`config.mk`:
```
export PLATFORM = sky130hd
export DESIGN_NAME = conv_result_collector_flat
export DESIGN_NICKNAME = d
export VERILOG_FILES = /design/src/rtl/conv_result_collector_if.sv /design/src/rtl/conv_result_collector.sv /design/src/flat_wrapper.sv
export SDC_FILE = /design/constraint.sdc
export NUM_CORES = 1
export LEC_CHECK = 0
export CORE_MARGIN = 4
export CORE_UTILIZATION = 40
export DETAILED_ROUTE_END_ITERATION = 10
export MAX_ROUTING_LAYER = met4
export PLACE_DENSITY = 0.68
export SKIP_LAST_GASP = 1
export SYNTH_ARGS = -nofsm -noshare
export SYNTH_HDL_FRONTEND = slang
export SYNTH_SLANG_ARGS = --single-unit
```
`constraint.sdc`:
```
create_clock -name clk -period 2.9 [get_ports clk]
set_input_delay 0.29 -clock clk [delete_from_list [all_inputs] [get_ports clk]]
set_output_delay 0.29 -clock clk [all_outputs]
set_load 0.005 [all_outputs]
```
`src/rtl/conv_result_collector_if.sv`:
```
// conv_result_collector_if: groups the capture stream, replay stream and status
// outputs of the convolution result collector.
// Ports: in_valid/in_data (producer -> collector), out_valid/out_ready/out_data/
//        out_last (collector <-> consumer), peak_val/peak_idx/frame_cnt/ovf (status).
// master = environment side (drives input stream and out_ready), slave = collector.
interface conv_result_collector_if #(
   parameter int IW = 4
);
   logic          in_valid;
   logic [7:0]    in_data;
   logic          out_valid;
   logic          out_ready;
   logic [7:0]    out_data;
   logic          out_last;
   logic [7:0]    peak_val;
   logic [IW-1:0] peak_idx;
   logic [7:0]    frame_cnt;
   logic          ovf;

   modport master (
      output in_valid, in_data, out_ready,
      input  out_valid, out_data, out_last, peak_val, peak_idx, frame_cnt, ovf
   );

   modport slave (
      input  in_valid, in_data, out_ready,
      output out_valid, out_data, out_last, peak_val, peak_idx, frame_cnt, ovf
   );
endinterface

```
`src/rtl/conv_result_collector.sv`:
```
// conv_result_collector: captures frames of L=M+N-1 convolution bytes into two
//    ping-pong banks and replays each frame on a valid/ready stream with out_last.
// Latency: final input byte at edge k -> out_valid high after edge k+1.
// Backpressure: input cannot stall; when the next bank is still full, incoming
//    bytes are dropped (ovf sticky) until that bank drains. Output holds while !out_ready.
// Ports: clk, rst (synchronous, active low) plus bus (conv_result_collector_if.slave).
// Optional feature macro: CONV_COLLECT_PEAK_EN (per-frame peak value/index tracking);
//    when undefined, peak_val/peak_idx are tied to 0.
module conv_result_collector #(
   parameter int M  = 6,
   parameter int N  = 5,
   parameter int IW = 4
) (
   input  logic                    clk,
   input  logic                    rst,
   conv_result_collector_if.slave  bus
);
   localparam int            L        = M + N - 1;
   localparam logic [IW-1:0] LAST_IDX = IW'(L - 1);

   typedef enum logic {W_FILL, W_BLOCKED} w_state_e;
   typedef enum logic {R_IDLE, R_DRAIN}   r_state_e;

   // Frame storage; contents are deliberately not reset, the full flags gate use.
   logic [7:0]    mem_q [2][L];

   // Write side
   w_state_e      w_state_q, w_state_d;
   logic          w_sel_q,   w_sel_d;
   logic [IW-1:0] w_idx_q,   w_idx_d;
   logic          wr_en;
   logic [1:0]    full_set;

   // Shared bank status
   logic [1:0]    full_q,    full_d;
   logic [1:0]    full_clr;
   logic          ovf_q,     ovf_d;

   // Read side
   r_state_e      r_state_q, r_state_d;
   logic          r_sel_q,   r_sel_d;
   logic [IW-1:0] r_idx_q,   r_idx_d;
   logic [IW-1:0] r_idx_nxt;
   logic          out_valid_q, out_valid_d;
   logic [7:0]    out_data_q,  out_data_d;
   logic          out_last_q,  out_last_d;
   logic [7:0]    frame_cnt_q, frame_cnt_d;

   // ------------------------------------------------------------------
   // Read side: R_IDLE waits for the selected bank to fill, R_DRAIN
   // replays it one beat per handshake.
   // ------------------------------------------------------------------
   always_comb begin
      r_state_d   = r_state_q;
      r_sel_d     = r_sel_q;
      r_idx_d     = r_idx_q;
      out_valid_d = out_valid_q;
      out_data_d  = out_data_q;
      out_last_d  = out_last_q;
      frame_cnt_d = frame_cnt_q;
      full_clr    = 2'b00;
      r_idx_nxt   = r_idx_q + IW'(1);

      case (r_state_q)
         R_IDLE: begin
            if (full_q[r_sel_q]) begin
               r_state_d   = R_DRAIN;
               r_idx_d     = '0;
               out_valid_d = 1'b1;
               out_data_d  = mem_q[r_sel_q][0];
               out_last_d  = (LAST_IDX == '0);
            end
         end
         R_DRAIN: begin
            if (bus.out_ready) begin
               if (r_idx_q == LAST_IDX) begin
                  // Final beat accepted: release the bank to the write side.
                  full_clr[r_sel_q] = 1'b1;
                  r_sel_d           = ~r_sel_q;
                  r_idx_d           = '0;
                  frame_cnt_d       = frame_cnt_q + 8'd1;
                  out_valid_d       = 1'b0;
                  out_last_d        = 1'b0;
                  r_state_d         = R_IDLE;
               end else begin
                  r_idx_d    = r_idx_nxt;
                  out_data_d = mem_q[r_sel_q][r_idx_nxt];
                  out_last_d = (r_idx_nxt == LAST_IDX);
               end
            end
         end
         default: r_state_d = R_IDLE;
      endcase
   end

   // ------------------------------------------------------------------
   // Write side: W_FILL stores bytes; W_BLOCKED drops them while the bank
   // it is pointing at still awaits draining.
   // ------------------------------------------------------------------
   always_comb begin
      w_state_d = w_state_q;
      w_sel_d   = w_sel_q;
      w_idx_d   = w_idx_q;
      wr_en     = 1'b0;
      full_set  = 2'b00;
      ovf_d     = ovf_q;

      case (w_state_q)
         W_FILL: begin
            if (bus.in_valid) begin
               wr_en = 1'b1;
               if (w_idx_q == LAST_IDX) begin
                  full_set[w_sel_q] = 1'b1;
                  w_sel_d           = ~w_sel_q;
                  w_idx_d           = '0;
                  // A bank whose drain completes this same cycle counts as free.
                  if (full_q[~w_sel_q] && !full_clr[~w_sel_q]) begin
                     w_state_d = W_BLOCKED;
                  end
               end else begin
                  w_idx_d = w_idx_q + IW'(1);
               end
            end
         end
         W_BLOCKED: begin
            // Flag is sampled before the edge, so a byte arriving in the
            // clearing cycle is still dropped; writing resumes next cycle.
            if (bus.in_valid) begin
               ovf_d = 1'b1;
            end
            if (!full_q[w_sel_q] || full_clr[w_sel_q]) begin
               w_state_d = W_FILL;
            end
         end
         default: w_state_d = W_FILL;
      endcase
   end

   // Set and clear never target the same bank: the writer only fills empty banks.
   assign full_d = (full_q | full_set) & ~full_clr;

   always_ff @(posedge clk) begin
      if (wr_en) begin
         mem_q[w_sel_q][w_idx_q] <= bus.in_data;
      end
   end

   always_ff @(posedge clk) begin
      if (!rst) begin
         w_state_q   <= W_FILL;
         w_sel_q     <= 1'b0;
         w_idx_q     <= '0;
         full_q      <= 2'b00;
         ovf_q       <= 1'b0;
         r_state_q   <= R_IDLE;
         r_sel_q     <= 1'b0;
         r_idx_q     <= '0;
         out_valid_q <= 1'b0;
         out_data_q  <= 8'd0;
         out_last_q  <= 1'b0;
         frame_cnt_q <= 8'd0;
      end else begin
         w_state_q   <= w_state_d;
         w_sel_q     <= w_sel_d;
         w_idx_q     <= w_idx_d;
         full_q      <= full_d;
         ovf_q       <= ovf_d;
         r_state_q   <= r_state_d;
         r_sel_q     <= r_sel_d;
         r_idx_q     <= r_idx_d;
         out_valid_q <= out_valid_d;
         out_data_q  <= out_data_d;
         out_last_q  <= out_last_d;
         frame_cnt_q <= frame_cnt_d;
      end
   end

   assign bus.out_valid = out_valid_q;
   assign bus.out_data  = out_data_q;
   assign bus.out_last  = out_last_q;
   assign bus.frame_cnt = frame_cnt_q;
   assign bus.ovf       = ovf_q;

`ifdef CONV_COLLECT_PEAK_EN
   // ------------------------------------------------------------------
   // Peak tracking: running max over the frame being filled, latched into
   // the bank's peak registers together with the final byte.
   // ------------------------------------------------------------------
   logic [7:0]    run_max_q, run_max_d;
   logic [IW-1:0] run_idx_q, run_idx_d;
   logic [7:0]    pk_val_q [2];
   logic [7:0]    pk_val_d [2];
   logic [IW-1:0] pk_idx_q [2];
   logic [IW-1:0] pk_idx_d [2];
   logic [7:0]    cand_max;
   logic [IW-1:0] cand_idx;
   logic [7:0]    peak_val_q, peak_val_d;
   logic [IW-1:0] peak_idx_q, peak_idx_d;
   logic          load_pk;

   always_comb begin
      // Index 0 always seeds the max; later bytes must be strictly greater
      // so the first occurrence of the peak keeps its index.
      cand_max = run_max_q;
      cand_idx = run_idx_q;
      if ((w_idx_q == '0) || (bus.in_data > run_max_q)) begin
         cand_max = bus.in_data;
         cand_idx = w_idx_q;
      end

      run_max_d = run_max_q;
      run_idx_d = run_idx_q;
      pk_val_d  = pk_val_q;
      pk_idx_d  = pk_idx_q;
      if (wr_en) begin
         run_max_d = cand_max;
         run_idx_d = cand_idx;
         if (w_idx_q == LAST_IDX) begin
            pk_val_d[w_sel_q] = cand_max;
            pk_idx_d[w_sel_q] = cand_idx;
         end
      end
   end

   // Presented peak follows the frame being drained, loaded with beat 0.
   assign load_pk = (r_state_q == R_IDLE) && full_q[r_sel_q];

   always_comb begin
      peak_val_d = peak_val_q;
      peak_idx_d = peak_idx_q;
      if (load_pk) begin
         peak_val_d = pk_val_q[r_sel_q];
         peak_idx_d = pk_idx_q[r_sel_q];
      end
   end

   always_ff @(posedge clk) begin
      if (!rst) begin
         run_max_q  <= 8'd0;
         run_idx_q  <= '0;
         pk_val_q   <= '{default: 8'd0};
         pk_idx_q   <= '{default: '0};
         peak_val_q <= 8'd0;
         peak_idx_q <= '0;
      end else begin
         run_max_q  <= run_max_d;
         run_idx_q  <= run_idx_d;
         pk_val_q   <= pk_val_d;
         pk_idx_q   <= pk_idx_d;
         peak_val_q <= peak_val_d;
         peak_idx_q <= peak_idx_d;
      end
   end

   assign bus.peak_val = peak_val_q;
   assign bus.peak_idx = peak_idx_q;
`else
   assign bus.peak_val = 8'd0;
   assign bus.peak_idx = '0;
`endif

endmodule
```
`src/flat_wrapper.sv`:
```
// flat-port wrapper written by rule: the top's interface ports become plain ports
module conv_result_collector_flat 
#(
   parameter int M  = 6,
   parameter int N  = 5,
   parameter int IW = 4
)
  (clk, rst, bus_in_valid, bus_in_data, bus_out_ready, bus_out_valid, bus_out_data, bus_out_last, bus_peak_val, bus_peak_idx, bus_frame_cnt, bus_ovf);
  conv_result_collector_if #(.IW(IW)) bus_i ();
  input  logic clk;
  input  logic rst;
  input wire logic [$bits(bus_i.in_valid)-1:0] bus_in_valid;
  input wire logic [$bits(bus_i.in_data)-1:0] bus_in_data;
  input wire logic [$bits(bus_i.out_ready)-1:0] bus_out_ready;
  output wire logic [$bits(bus_i.out_valid)-1:0] bus_out_valid;
  output wire logic [$bits(bus_i.out_data)-1:0] bus_out_data;
  output wire logic [$bits(bus_i.out_last)-1:0] bus_out_last;
  output wire logic [$bits(bus_i.peak_val)-1:0] bus_peak_val;
  output wire logic [$bits(bus_i.peak_idx)-1:0] bus_peak_idx;
  output wire logic [$bits(bus_i.frame_cnt)-1:0] bus_frame_cnt;
  output wire logic [$bits(bus_i.ovf)-1:0] bus_ovf;
  assign bus_i.in_valid = bus_in_valid;
  assign bus_i.in_data = bus_in_data;
  assign bus_i.out_ready = bus_out_ready;
  assign bus_out_valid = bus_i.out_valid;
  assign bus_out_data = bus_i.out_data;
  assign bus_out_last = bus_i.out_last;
  assign bus_peak_val = bus_i.peak_val;
  assign bus_peak_idx = bus_i.peak_idx;
  assign bus_frame_cnt = bus_i.frame_cnt;
  assign bus_ovf = bus_i.ovf;
  conv_result_collector #(.M(M), .N(N), .IW(IW)) u_core (.clk(clk), .rst(rst), .bus(bus_i));
endmodule
```
== Yosys cells after proc, flatten, opt, wreduce, memory -nomap -nowiden ==
Memories as Yosys holds them, arrays and structs flattened. A register that Yosys moved wholly into a read port is not among the register bits.
Cells that the tools add are included.

* Bitwise logic cells: 9
* Add/subtract/negate cells: 3
* Eq/ne operators: 7
* Mux-type cells: 57
* Reduce and logical (&&, ||, !) cells: 14
* Magnitude comparators: 8

{| class="wikitable"
|+ Operators by type and width
! kind !! count
|-
| $mux 80 || 1
|-
| $mux 8 || 6
|-
| $bmux 8 s4 || 1
|-
| $demux 8 s4 || 1
|-
| $mux 1 || 30
|-
| $mux 4 || 4
|-
| $pmux 8 s2 || 1
|-
| $eq 4x4->1 const B || 3
|-
| $mux 2 || 6
|-
| $reduce_and 3->1 || 4
|-
| $ge 5x5->1 const B || 2
|-
| $not 4->5 || 2
|-
| $add 4x1->4 const B || 2
|-
| $add 8x1->8 const B || 1
|-
| $pmux 1 s2 || 4
|-
| $pmux 4 s2 || 1
|-
| $lt 1x2->1 const B || 3
|-
| $ne 2x2->1 const B || 3
|-
| $reduce_and 2->1 || 3
|-
| $lt 5x1->1 const B || 1
|-
| $logic_and 1x1->1 || 4
|-
| $not 1->1 || 4
|-
| $and 2x2->2 || 1
|-
| $demux 1 s1 || 2
|-
| 6 further kinds || 8
|}

* Memories kept: 1
* Output and inout port bits: 31
* Bits in registers: 33
* Bits of input ports: 12
* RAM bits: 160
* Logic and storage cells: 111

{| class="wikitable"
|+ Memories
! name !! words !! width !! read ports !! clocked after Yosys merged registers in !! write ports !! RTL line !! source
|-
| u_core.mem_q || 2 || 80 || 1 || 1 || 1 || conv_result_collector.sv:25 || <nowiki>logic [7:0] mem_q [2][L];</nowiki>
|}

== Logic depth before layout (Yosys ltp) ==
Gate-level depths: netlist (run 1).

* Depth in word-level cells: 15
* Mapped depth: 8
* Mapped depth without buffers: 7

== Worst setup path before layout (run 1) ==
Ideal clock, no wire load.

* Kind: register to register
* From: reg u_core.w_idx_q[2]
* To: mem u_core.mem_q[1][10] in the netlist's numbering, enable pin
* Data arrival time: 1865 ps
* Path slack: 637 ps
* Cell stages (with the launch flop): 4
* Buffers on the path: 0
* Data required time: 2502 ps
* Cell sequence: dfxtp_1 > nor3b_1 > nand2_1 > nor4b_1

* Longest elaborated chain between the ends: 6

{| class="wikitable"
|+ RTL lines
! item !! RTL line !! source
|-
| from (decl) || conv_result_collector.sv:30 || <nowiki>logic [IW-1:0] w_idx_q, w_idx_d;</nowiki>
|-
| from (signal assigned) || conv_result_collector.sv:165 || <nowiki>w_idx_q <= w_idx_d;</nowiki>
|-
| $not 4->5 (not written as such) * || conv_result_collector.sv:144 || <nowiki>mem_q[w_sel_q][w_idx_q] <= bus.in_data;</nowiki>
|-
| $ge 5x5->1 (not written as such) or $lt 5x1->1 (tied branches) || conv_result_collector.sv:144 ||
|-
| $logic_and 1x1->1 (not written as such) || conv_result_collector.sv:144 ||
|-
| $mux 8 (not written as such) || conv_result_collector.sv:144 ||
|-
| $demux 8 s4 * || conv_result_collector.sv:144 ||
|-
| $mux 80 (not written as such) * || conv_result_collector.sv:144 ||
|-
| to (decl) || conv_result_collector.sv:25 ||
|}

Every way passes the cells marked *; elsewhere a longest branch is shown, timed or not.

== Worst setup path in the final report (run 1) ==
* From: reg u_core.r_idx_q[0]
* To: reg u_core.out_data_q[5] (netlist: u_core.bus.out_data[5])

* Longest elaborated chain between the ends: 8

{| class="wikitable"
|+ RTL lines
! item !! RTL line !! source
|-
| from (decl) || conv_result_collector.sv:42 || <nowiki>logic [IW-1:0] r_idx_q, r_idx_d;</nowiki>
|-
| from (signal assigned) || conv_result_collector.sv:170 || <nowiki>r_idx_q <= r_idx_d;</nowiki>
|-
| $add 4x1->4 || conv_result_collector.sv:62 || <nowiki>r_idx_nxt = r_idx_q + IW'(1);</nowiki>
|-
| $not 4->5 (not written as such) || conv_result_collector.sv:87 || <nowiki>out_data_d = mem_q[r_sel_q][r_idx_nxt];</nowiki>
|-
| $bmux 8 s4 || conv_result_collector.sv:87 ||
|-
| $mux 8 (not written as such) (2 in a row) || conv_result_collector.sv:87 ||
|-
| $mux 8 || conv_result_collector.sv:76 || <nowiki>if (r_idx_q == LAST_IDX) begin</nowiki>
|-
| $mux 8 || conv_result_collector.sv:75 || <nowiki>if (bus.out_ready) begin</nowiki>
|-
| $pmux 8 s2 || conv_result_collector.sv:64 || <nowiki>case (r_state_q)</nowiki>
|-
| to (signal assigned) || conv_result_collector.sv:172 || <nowiki>out_data_q <= out_data_d;</nowiki>
|-
| to (decl) || conv_result_collector.sv:45 || <nowiki>logic [7:0] out_data_q, out_data_d;</nowiki>
|}

Several ways; a longest one is shown, not always the timed one. The select of a mux whose other input is x is not followed.
A chain may end at the register's enable or synchronous reset.

==> key figures, run 1 <==
Layout
  – Layout cells sized above 1: 17.9%
  – Area delta synth->final: 15.3%
  – Filler instances: 1700
  – Commonest non-fill, non-tap cells in the layout: edfxtp_1, nor2_1, dfxtp_1
  – Register Area: 5490 µm²
  – Area occupied by multi-input gates: 2320 µm²
  – Diode count: 0
  – Commonest non-fill, non-tap cell in the layout: edfxtp_1
  – Final #Nets: 572
  – Final core utilization: 47.1%

Critical path
  – Worst endpoint data arrival time: 3.00 ns
  – Critical path startpoint category: flop
  – Reg2reg end: u_core.bus.out_data[5]
  – Setup Crit Path Kind: reg -> reg
  – Crit-path max FO: 33
  – FF-to-FF path depth: 8
  – Crit. End Element: flop
  – Reg-to-reg slack, setup: 0.25 ns
  – Worst Setup SP: u_core.r_idx_q[0]
  – WP data required: 3.25 ns
  – RR Startpoint: u_core.r_idx_q[0]

Yosys
  – Synth warn: 0
  – FFs w/ async S/R, synth: 0%
  – Primary FF master, synth: edfxtp_1
  – Number of synthesized flops with an enable pin: 160
  – Unique masters post-synth: 53
  – Synth Register Bits: 194
  – Syn_area_per_cell: 15.8 µm²
  – Synth Instances: 505
  – Area of the mapped netlist: 8000 µm²
  – Sequential area share after synthesis: 68.6%

STA
  – Hold_ws: 0.498 ns
  – Final setup vio count: 0
  – Slew margin rel.: 38.4%
  – Pins Over Slew Limit: 0
  – Fmax: 378 MHz
  – Worst-Margin Slew: 0.921 ns
  – Final min period: 2.65 ns
  – Setup Total Neg Slack: 0 ns
  – RSZ-0062 raised after global routing: no
  – Worst clock skew: 0.00886 ns
  – Final hold viol count: 0
  – Final period utilization: 91.3%

Drt
  – Initial DRT Pass Iterations: 5
  – Initial drt markers: 460
  – Antenna Nets Post-Route: 0
  – WL per Instance: 20.1 µm
  – Via count: 4465
  – Drt total wl: 16800 µm
  – Vias per inst: 5.35
  – Remaining DRCs: 0

Global routing
  – First-pass GRT wire length: 26100 µm
  – Global Route Usage Sum: 16.4%
  – Largest net degree at the start of global routing: 49
  – Initial antenna violation count: 0
  – Final global-route overflow total: 0
  – Vias in the first global route: 4542

Clocking
  – Num CTS Buffers: 17
  – Clock tree sinks: 194
  – Post-CTS setup buffer count: 0
  – CTS root buf: clkbuf_16
  – CTS H-tree lvls: 4
  – Reg clk slew, reported paths: 0.07 ns
  – Clk_lat worst skew: 0.44 ns
  – CTS resizes: 0
  – CTS tree: yes
  – Clock Path Buffers: 2
  – Hold_buf cts: 0

Worst hold path
  – Hold crit path type: reg -> reg
  – Worst hold start: u_core.bus.out_valid
  – Hold path cells: 2
  – Hold EP: u_core.bus.out_valid

Job
  – Max-cap violations: 0

Floorplanning
  – Core footprint: 19600 µm²
  – Die ar.: 22300 µm²
  – Die span in y: 149 µm
  – IO Pins: 43
  – Initial Util: 40.8%
  – Rows: 51
  – Chip width: 149 µm

Power and ir drop
  – Lkg Pwr: 3.01 nW
  – PwrDens: 586 nW/µm²
  – Max VDD drop: 0.000417 V

Placement
  – DPL Wire Length: 11100 µm
  – GPL Wtd Cong: 0.839
  – IO buf count: 30

Outcome
  – Status: finished, final reports clean
## how the worst max path moves through the flow
stage	end	slack, ns	depth (start not counted)
6_report	u_core.bus.out_data[5]	0.25	8
4_1_cts	u_core.bus.out_data[5]	0.30	8
3_5_place_dp	u_core.bus.out_data[5]	0.32	8
2_1_floorplan	u_core.mem_q[1][10]	0.64	3
5_1_grt	u_core.bus.out_data[7]	0.04	8
3_3_place_gp	u_core.bus.out_data[5]	0.43	8
## state kept, by name (all words and copies together), names as in the netlist, named ones only
register	cells
u_core.bus.out_last	1
u_core.bus.out_data	8
u_core.r_state_q	1
u_core.w_sel_q	1
u_core.mem_q	160
u_core.w_idx_q	4
u_core.full_q	2
u_core.bus.out_valid	1
u_core.r_idx_q	4
u_core.r_sel_q	1
u_core.w_state_q	1
u_core.bus.ovf	1
u_core.bus.frame_cnt	8
## Yosys cell counts (6+ instances only)
cell type | number | share of area (%)
edfxtp_1 | 160 | 60
nor2_1 | 40 | 1.9
dfxtp_1 | 34 | 8.5
nand2_1 | 32 | 1.5
mux4_2 | 23 | 6.5
a21oi_1 | 16 | 1.0
mux2i_1 | 16 | 2.0
o21ai_0 | 16 | 1.0
buf_4 | 15 | 1.4
mux2_2 | 13 | 1.8
nor3_1 | 13 | 0.81
nand3_1 | 11 | 0.69
clkbuf_1 | 10 | 0.47
mux4_1 | 9 | 3.0
inv_1 | 7 | 0.33
xor2_1 | 7 | 0.77
buf_2 | 6 | 0.38
nor2b_1 | 6 | 0.47
o2111ai_1 | 6 | 0.66
## layer usage
layer  up-vias  wire, µm  GRT usage (%)
li1       2036         -              -
met1      2266      7260           20.9
met2       140      8260           25.9
met3        23       943           4.63
met4         0       312           5.13
met5         -         0              -
## cell families (layout without fill, tap and decap cells)
logic type	after synthesis	in the layout	share of synthesized area, %
compound gates	67	67	5.63
xor+xnor	12	12	1.55
fa+ha+maj	4	4	0.626
buf+inv	42	95	2.97
flops	194	194	68.6
mux	62	62	13.4
other cells	1	12	0.0469
simple gates	123	123	7.19
## metrics by stage
step           instances  setup slack (ns)  instance area [µm²]  power [W]
2_1_floorplan        516             0.637                 8040    0.00317
3_3_place_gp         802             0.432                 8670    0.00323
3_5_place_dp         802             0.317                 8670    0.00324
4_1_cts              834             0.299                 9230    0.00544
5_1_grt              834            0.0443                 9230    0.00559
6_report             834             0.253                 9230    0.00540
## critical path, stage by stage (launching register included)
cell and delay (ns):
dfxtp_1 0.35, buf_4 0.45, inv_2 0.21, ha_1 0.38, nor4bb_1 0.31, nand3_1 0.14, o21ai_1 0.37, a21oi_1 0.14
o31ai_1 0.22
## cell type report
class | count | area share [%]
clock buffers | 18 | 4.65
clock inverters | 14 | 1.40
inverters | 8 | 0.325
multi-input cells | 280 | 25.1
flip-flops and latches | 194 | 59.5
well taps | 265 | 3.59
repair buffers | 55 | 5.42
## power by group
part / switching [W] / internal [W] / total [W]
clock network: 0.00103 / 0.00119 / 0.00222
logic: 0.0000890 / 0.0000408 / 0.000130
registers: 0.0000133 / 0.00304 / 0.00305
Power figures use the tool's default switching activity.
==> inputs of run 2 (changes only) <==
- CORE_ASPECT_RATIO: default -> 1.75
- SKIP_CTS_REPAIR_TIMING: default -> 1
==> run 2 against run 1 <==
Effect of this change: non-clock buffer count down 4; core utilization down 0.42 points; sequential cell count unchanged; routed wire length up 4.1%; die area up 0.40%; global-route usage up 0.44 points; critical endpoint is now u_core.bus.out_data[7]; cell count down 2.9%; combinational power about the same; largest cell class unchanged; final area down 0.15%; first-iteration DRC count down 28%; sequential share of layout area up 0.089 points.
==> key figures, run 2 (synthesis gave the netlist of run 1 again) <==
Power and ir drop
  – Max VDD drop: 0.000426 V (+2.2%)
  – PwrDens: 601 nW/µm² (+2.7%)
  – Lkg Pwr: 3.01 nW (about the same)

Worst hold path
  – Worst hold start: u_core.bus.ovf
  – Hold crit path type: reg -> reg
  – Hold EP: u_core.bus.ovf
  – Hold path cells: 2 (unchanged)

Critical path
  – Crit path cell chain: ha_1 > xor2_4 > mux4_1 > a22oi_1 > a41o_1 > a21oi_2
  – Worst path max stage delay: 0.63 ns (+0.18 ns)
  – RR Startpoint: u_core.r_idx_q[1]
  – WP data required: 3.22 ns (-0.03 ns)
  – FF-to-FF path depth: 6 (-2)
  – CP top delay family: XOR/XNOR gates
  – CP Buf/Inv Count: 0 (-2)
  – Worst endpoint data arrival time: 2.78 ns (-0.22 ns)
  – Reg-to-reg slack, setup: 0.44 ns (+0.19 ns)
  – Critical path startpoint category: flop
  – Setup Crit Path Kind: reg -> reg
  – Slowest CP cell: xor2_4
  – Crit-path max FO: 24 (-27%)
  – Crit. End Element: flop
  – Reg2reg end: u_core.bus.out_data[7]

Layout
  – Commonest non-fill, non-tap cell in the layout: edfxtp_1
  – Final #Nets: 568 (-0.70%)
  – Diode count: 0 (unchanged)
  – Area delta synth->final: 15.1%
  – Commonest non-fill, non-tap cells in the layout: edfxtp_1, nor2_1, dfxtp_1
  – Max reg flops: 160 (unchanged)
  – Biggest register: u_core.mem_q
  – Filler instances: 1683 (-1.0%)
  – Layout cells sized above 1: 17.7% (-0.23 points)

Drt
  – Initial DRT Pass Iterations: 6 (+1)
  – Remaining DRCs: 0 (unchanged)
  – Drt total wl: 17500 µm (+4.1%)
  – WL per Instance: 21.6 µm (+7.2%)
  – Initial drt markers: 333 (-28%)
  – Antenna Nets Post-Route: 0 (unchanged)
  – Via count: 4350 (-2.6%)
  – Vias per inst: 5.37 (+0.31%)

Global routing
  – Initial antenna violation count: 0 (unchanged)
  – Vias in the first global route: 4659 (+2.6%)
  – First-pass GRT wire length: 27200 µm (+4.3%)
  – Final global-route overflow total: 0 (unchanged)
  – Global Route Usage Sum: 16.9% (+0.44 points)
  – Largest net degree at the start of global routing: 41 (-16%)

STA
  – Setup Total Neg Slack: 0 ns (unchanged)
  – Final setup vio count: 0 (unchanged)
  – RSZ-0062 raised after global routing: no
  – Setup WS post-layout: 0.441 ns (+0.188 ns)
  – Slew margin rel.: 38.2% (-0.22 points)
  – Fmax: 407 MHz (+7.7%)
  – Final hold viol count: 0 (unchanged)
  – Pins Over Slew Limit: 0 (unchanged)
  – Final min period: 2.46 ns (-0.188 ns)
  – Worst-Margin Slew: 0.924 ns (+0.00328 ns)
  – Final period utilization: 84.8% (-6.5 points)
  – Worst clock skew: 0.0131 ns (+0.00423 ns)

Clocking
  – Clock tree sinks: 194 (unchanged)
  – CTS H-tree lvls: 4 (unchanged)
  – Reg clk slew, reported paths: 0.07 ns (about the same)
  – CTS root buf: clkbuf_16
  – Clk_lat worst skew: 0.43 ns (about the same)
  – Clock Path Buffers: 2 (unchanged)
  – CTS tree: yes
  – Num CTS Buffers: 17 (unchanged)

Floorplanning
  – IO Pins: 43 (unchanged)
  – Core footprint: 19700 µm² (+0.76%)
  – Die span in y: 195 µm (+31%)
  – Rows: 68 (+33%)
  – Chip width: 115 µm (-23%)
  – Initial Util: 40.5% (-0.31 points)
  – Die ar.: 22400 µm² (+0.40%)

Placement
  – GPL Wtd Cong: 0.817 (-2.6%)
  – DPL Wire Length: 12300 µm (+10%)
  – Pre-CTS setup slack: 0.332 ns (+0.0156 ns)
  – IO buf count: 30 (unchanged)

Outcome
  – Status: finished, final reports clean

Job
  – Max-cap violations: 0 (unchanged)
-- run 2: cell types whose count changed in the layout (fill, tap and decap cells not counted) --
cell / change
buf_4: -4
bufinv_16: +1
clkinv_1: -2
clkinv_2: -1
clkinv_4: +1
clkinvlp_4: -1
inv_8: +2
-- run 2: worst min-delay path, cell delays in order, from the launching register on --
cell	delay [ns]
dfxtp_1	0.33
a21oi_1	0.04
nor2_1	0.07
-- run 2: routing by layer --
metal	vias to the layer above	wire, µm	part of all wire (%)	global-route usage [%]
met5	-	0	0	-
met1	2188	6260	36	18.0
met3	18	729	4.2	2.23
met2	115	10000	58	30.6
li1	2029	-	-	-
met4	0	428	2.5	7.27
-- run 2: through the flow --
step	hold WS, ns	instances	instance area (µm²)	util, %	power, W
after floorplan	0.389	516	8040	-	0.00317
after global placement	0.465	778	8610	43.6	0.00324
after detailed placement	0.479	778	8610	43.6	0.00324
after CTS	0.497	810	9210	46.7	0.00559
after global routing	0.524	810	9210	46.7	0.00573
final	0.485	810	9210	46.7	0.00554
-- run 2: area by class of cell --
class,instances,area [µm²],share of cell area (%)
clock inverter,14,170,1.85
timing repair buffer,51,470,5.11
inverter,8,30.0,0.326
sequential,194,5490,59.6
tap,245,307,3.33
clock buffer,18,429,4.66
multi-input combinational,280,2320,25.2
-- run 2: power breakdown --
part	switching, W	internal (W)
combinational	0.0000891	0.0000416
clock	0.00106	0.00130
sequential	0.0000146	0.00303
total	0.00116	0.00438
-- run 2: worst max path at each step --
stage,to,startpoint,cells past startpoint
3_5_place_dp,u_core.mem_q[1][31],bus_in_valid,4
4_1_cts,u_core.bus.out_data[0],u_core.r_idx_q[1],6
5_1_grt,u_core.bus.out_data[0],u_core.r_idx_q[1],6
6_report,u_core.bus.out_data[7],u_core.r_idx_q[1],6
3_3_place_gp,u_core.mem_q[1][50],bus_in_valid,5
2_1_floorplan,u_core.mem_q[1][10],u_core.w_idx_q[2],3
==> inputs of run 3 (changes only) <==
- clock period: 2.9 -> 2.35 ns (I/O delays scaled with it)
==> run 3 against run 2 <==
Effect of this change: die area is the same; clock skew shrank 0.0047 ns; routed wire length shrank 1.1%; critical path depth grew 1; clock power grew 18%; total power grew 21%; non-clock buffer count grew 20; register-to-register slack lost 0.26 ns; clock-buffer cell count shrank 1; sequential cell count is the same; highest routed layer unchanged.
==> key figures, run 3 (synthesis gave the netlist of run 1 again) <==
Layout
  – Area occupied by multi-input gates: 2320 µm² (unchanged)
  – Diode count: 0 (unchanged)
  – Layout cells sized above 1: 20.5% (+2.8 points)
  – Filler instances: 1683 (unchanged)
  – Biggest register: u_core.mem_q
  – Final instance area: 9350 µm² (+1.5%)
  – Register Area: 5490 µm² (unchanged)
  – Commonest non-fill, non-tap cells in the layout: edfxtp_1, nor2_1, buf_4
  – Final #Nets: 588 (+3.5%)
  – Final core utilization: 47.4% (+0.68 points)
  – Commonest non-fill, non-tap cell in the layout: edfxtp_1
  – Area delta synth->final: 16.8%
  – Max reg flops: 160 (unchanged)

Critical path
  – Reg-to-reg slack, setup: 0.18 ns (-0.26 ns)
  – Setup Crit Path Kind: reg -> reg
  – RR Startpoint: u_core.r_idx_q[1]
  – FF-to-FF path depth: 7 (+1)
  – Crit-path max FO: 9 (-63%)
  – Critical path startpoint category: flop
  – Worst Setup SP: u_core.r_idx_q[1]
  – WP data required: 2.66 ns (-0.56 ns)
  – Worst endpoint data arrival time: 2.48 ns (-0.30 ns)
  – Crit. End Element: flop
  – Reg2reg end: u_core.bus.out_data[5]

Placement
  – Pre-CTS setup slack: 0.119 ns (-0.213 ns)
  – Post-DP Area: 8740 µm² (+1.5%)
  – IO buf count: 30 (unchanged)
  – GPL Wtd Cong: 0.872 (+6.7%)
  – DPL Wire Length: 12400 µm (+0.69%)

Power and ir drop
  – PnR Total Power: 0.00673 W (+21%)
  – Max VDD drop: 0.000560 V (+31%)
  – Lkg Pwr: 3.10 nW (+3.2%)
  – PwrDens: 720 nW/µm² (+20%)

Clocking
  – CTS root buf: clkbuf_16
  – Num CTS Buffers: 17 (unchanged)
  – CTS tree: yes
  – Clk_lat worst skew: 0.43 ns (about the same)
  – Reg clk slew, reported paths: 0.07 ns (about the same)
  – Clock tree sinks: 194 (unchanged)
  – CTS H-tree lvls: 4 (unchanged)
  – Clock Path Buffers: 2 (unchanged)

Worst hold path
  – Hold EP: u_core.bus.ovf
  – Worst hold start: u_core.bus.ovf
  – Hold crit path type: reg -> reg
  – Hold path cells: 2 (unchanged)

Global routing
  – Vias in the first global route: 4616 (-0.92%)
  – Largest net degree at the start of global routing: 33 (-20%)
  – Final global-route overflow total: 0 (unchanged)
  – Initial antenna violation count: 0 (unchanged)
  – Global Route Usage Sum: 16.7% (-0.20 points)
  – First-pass GRT wire length: 26900 µm (-1.3%)

STA
  – Pins Over Slew Limit: 0 (unchanged)
  – Final period utilization: 92.2% (+7.5 points)
  – RSZ-0062 raised after global routing: no
  – Fmax: 461 MHz (+13%)
  – Final min period: 2.17 ns (-0.291 ns)
  – Worst clock skew: 0.00834 ns (-0.00474 ns)
  – Worst-Margin Slew: 0.805 ns (-0.119 ns)
  – Final setup vio count: 0 (unchanged)
  – Slew margin rel.: 46.2% (+8.0 points)
  – Setup Total Neg Slack: 0 ns (unchanged)
  – Setup WS post-layout: 0.182 ns (-0.259 ns)
  – Final hold viol count: 0 (unchanged)

Floorplanning
  – IO Pins: 43 (unchanged)
  – Initial Util: 40.5% (unchanged)
  – Die span in y: 195 µm (unchanged)
  – Die ar.: 22400 µm² (unchanged)
  – Core footprint: 19700 µm² (unchanged)
  – Chip width: 115 µm (unchanged)
  – Rows: 68 (unchanged)

Outcome
  – Status: finished, final reports clean

Drt
  – Initial DRT Pass Iterations: 5 (-1)
  – Drt total wl: 17300 µm (-1.1%)
  – Remaining DRCs: 0 (unchanged)
  – WL per Instance: 20.8 µm (-3.5%)
  – Via count: 4446 (+2.2%)
  – Antenna Nets Post-Route: 0 (unchanged)
  – Vias per inst: 5.36 (-0.26%)
  – Initial drt markers: 397 (+19%)

Job
  – Max-cap violations: 0 (unchanged)
==> run 3: stage by stage <==
step	cells	hold slack, ns
2_1_floorplan	516	0.334
3_3_place_gp	795	0.464
3_5_place_dp	795	0.459
4_1_cts	827	0.466
5_1_grt	830	0.513
6_report	830	0.475
==> run 3: layer usage <==
| layer | up-vias | track usage (%) | wire length, µm |
|---|---|---|---|
| met5 | - | - | 0 |
| met4 | 0 | 8.75 | 749 |
| met3 | 37 | 2.67 | 682 |
| met2 | 131 | 29.0 | 9690 |
| met1 | 2214 | 17.9 | 6150 |
| li1 | 2064 | - | - |
==> run 3: worst max-delay path by stage <==
| stage | to | slack (ns) | cells past startpoint |
|---|---|---|---|
| floorplan | u_core.mem_q[1][10] | 0.09 | 3 |
| global placement | u_core.mem_q[1][42] | 0.25 | 5 |
| detailed placement | u_core.bus.out_data[0] | 0.12 | 6 |
| CTS | u_core.bus.out_data[7] | 0.10 | 6 |
| global route | u_core.bus.out_data[2] | 0.02 | 6 |
| finish | u_core.bus.out_data[5] | 0.18 | 7 |
==> run 3: final cells by class <==
type	instances	area share, %
repair buffers	71	6.77
flip-flops and latches	194	58.7
clock buffers	17	4.55
well taps	245	3.28
inverters	8	0.321
clock inverters	15	1.57
multi-input cells	280	24.8
==> run 3: power breakdown <==
group          internal (W)  total [W]  switching [W]
logic             0.0000602   0.000174       0.000114
registers           0.00374    0.00376      0.0000179
clock network       0.00149    0.00279        0.00130
total               0.00529    0.00673        0.00143
==> run 3: worst max-delay path, stage by stage (launching register included) <==
cell	delay (ns)
dfxtp_1	0.43
ha_1	0.40
xor2_4	0.36
buf_12	0.17
mux2_2	0.32
a22oi_1	0.17
a211o_1	0.15
o31ai_1	0.06
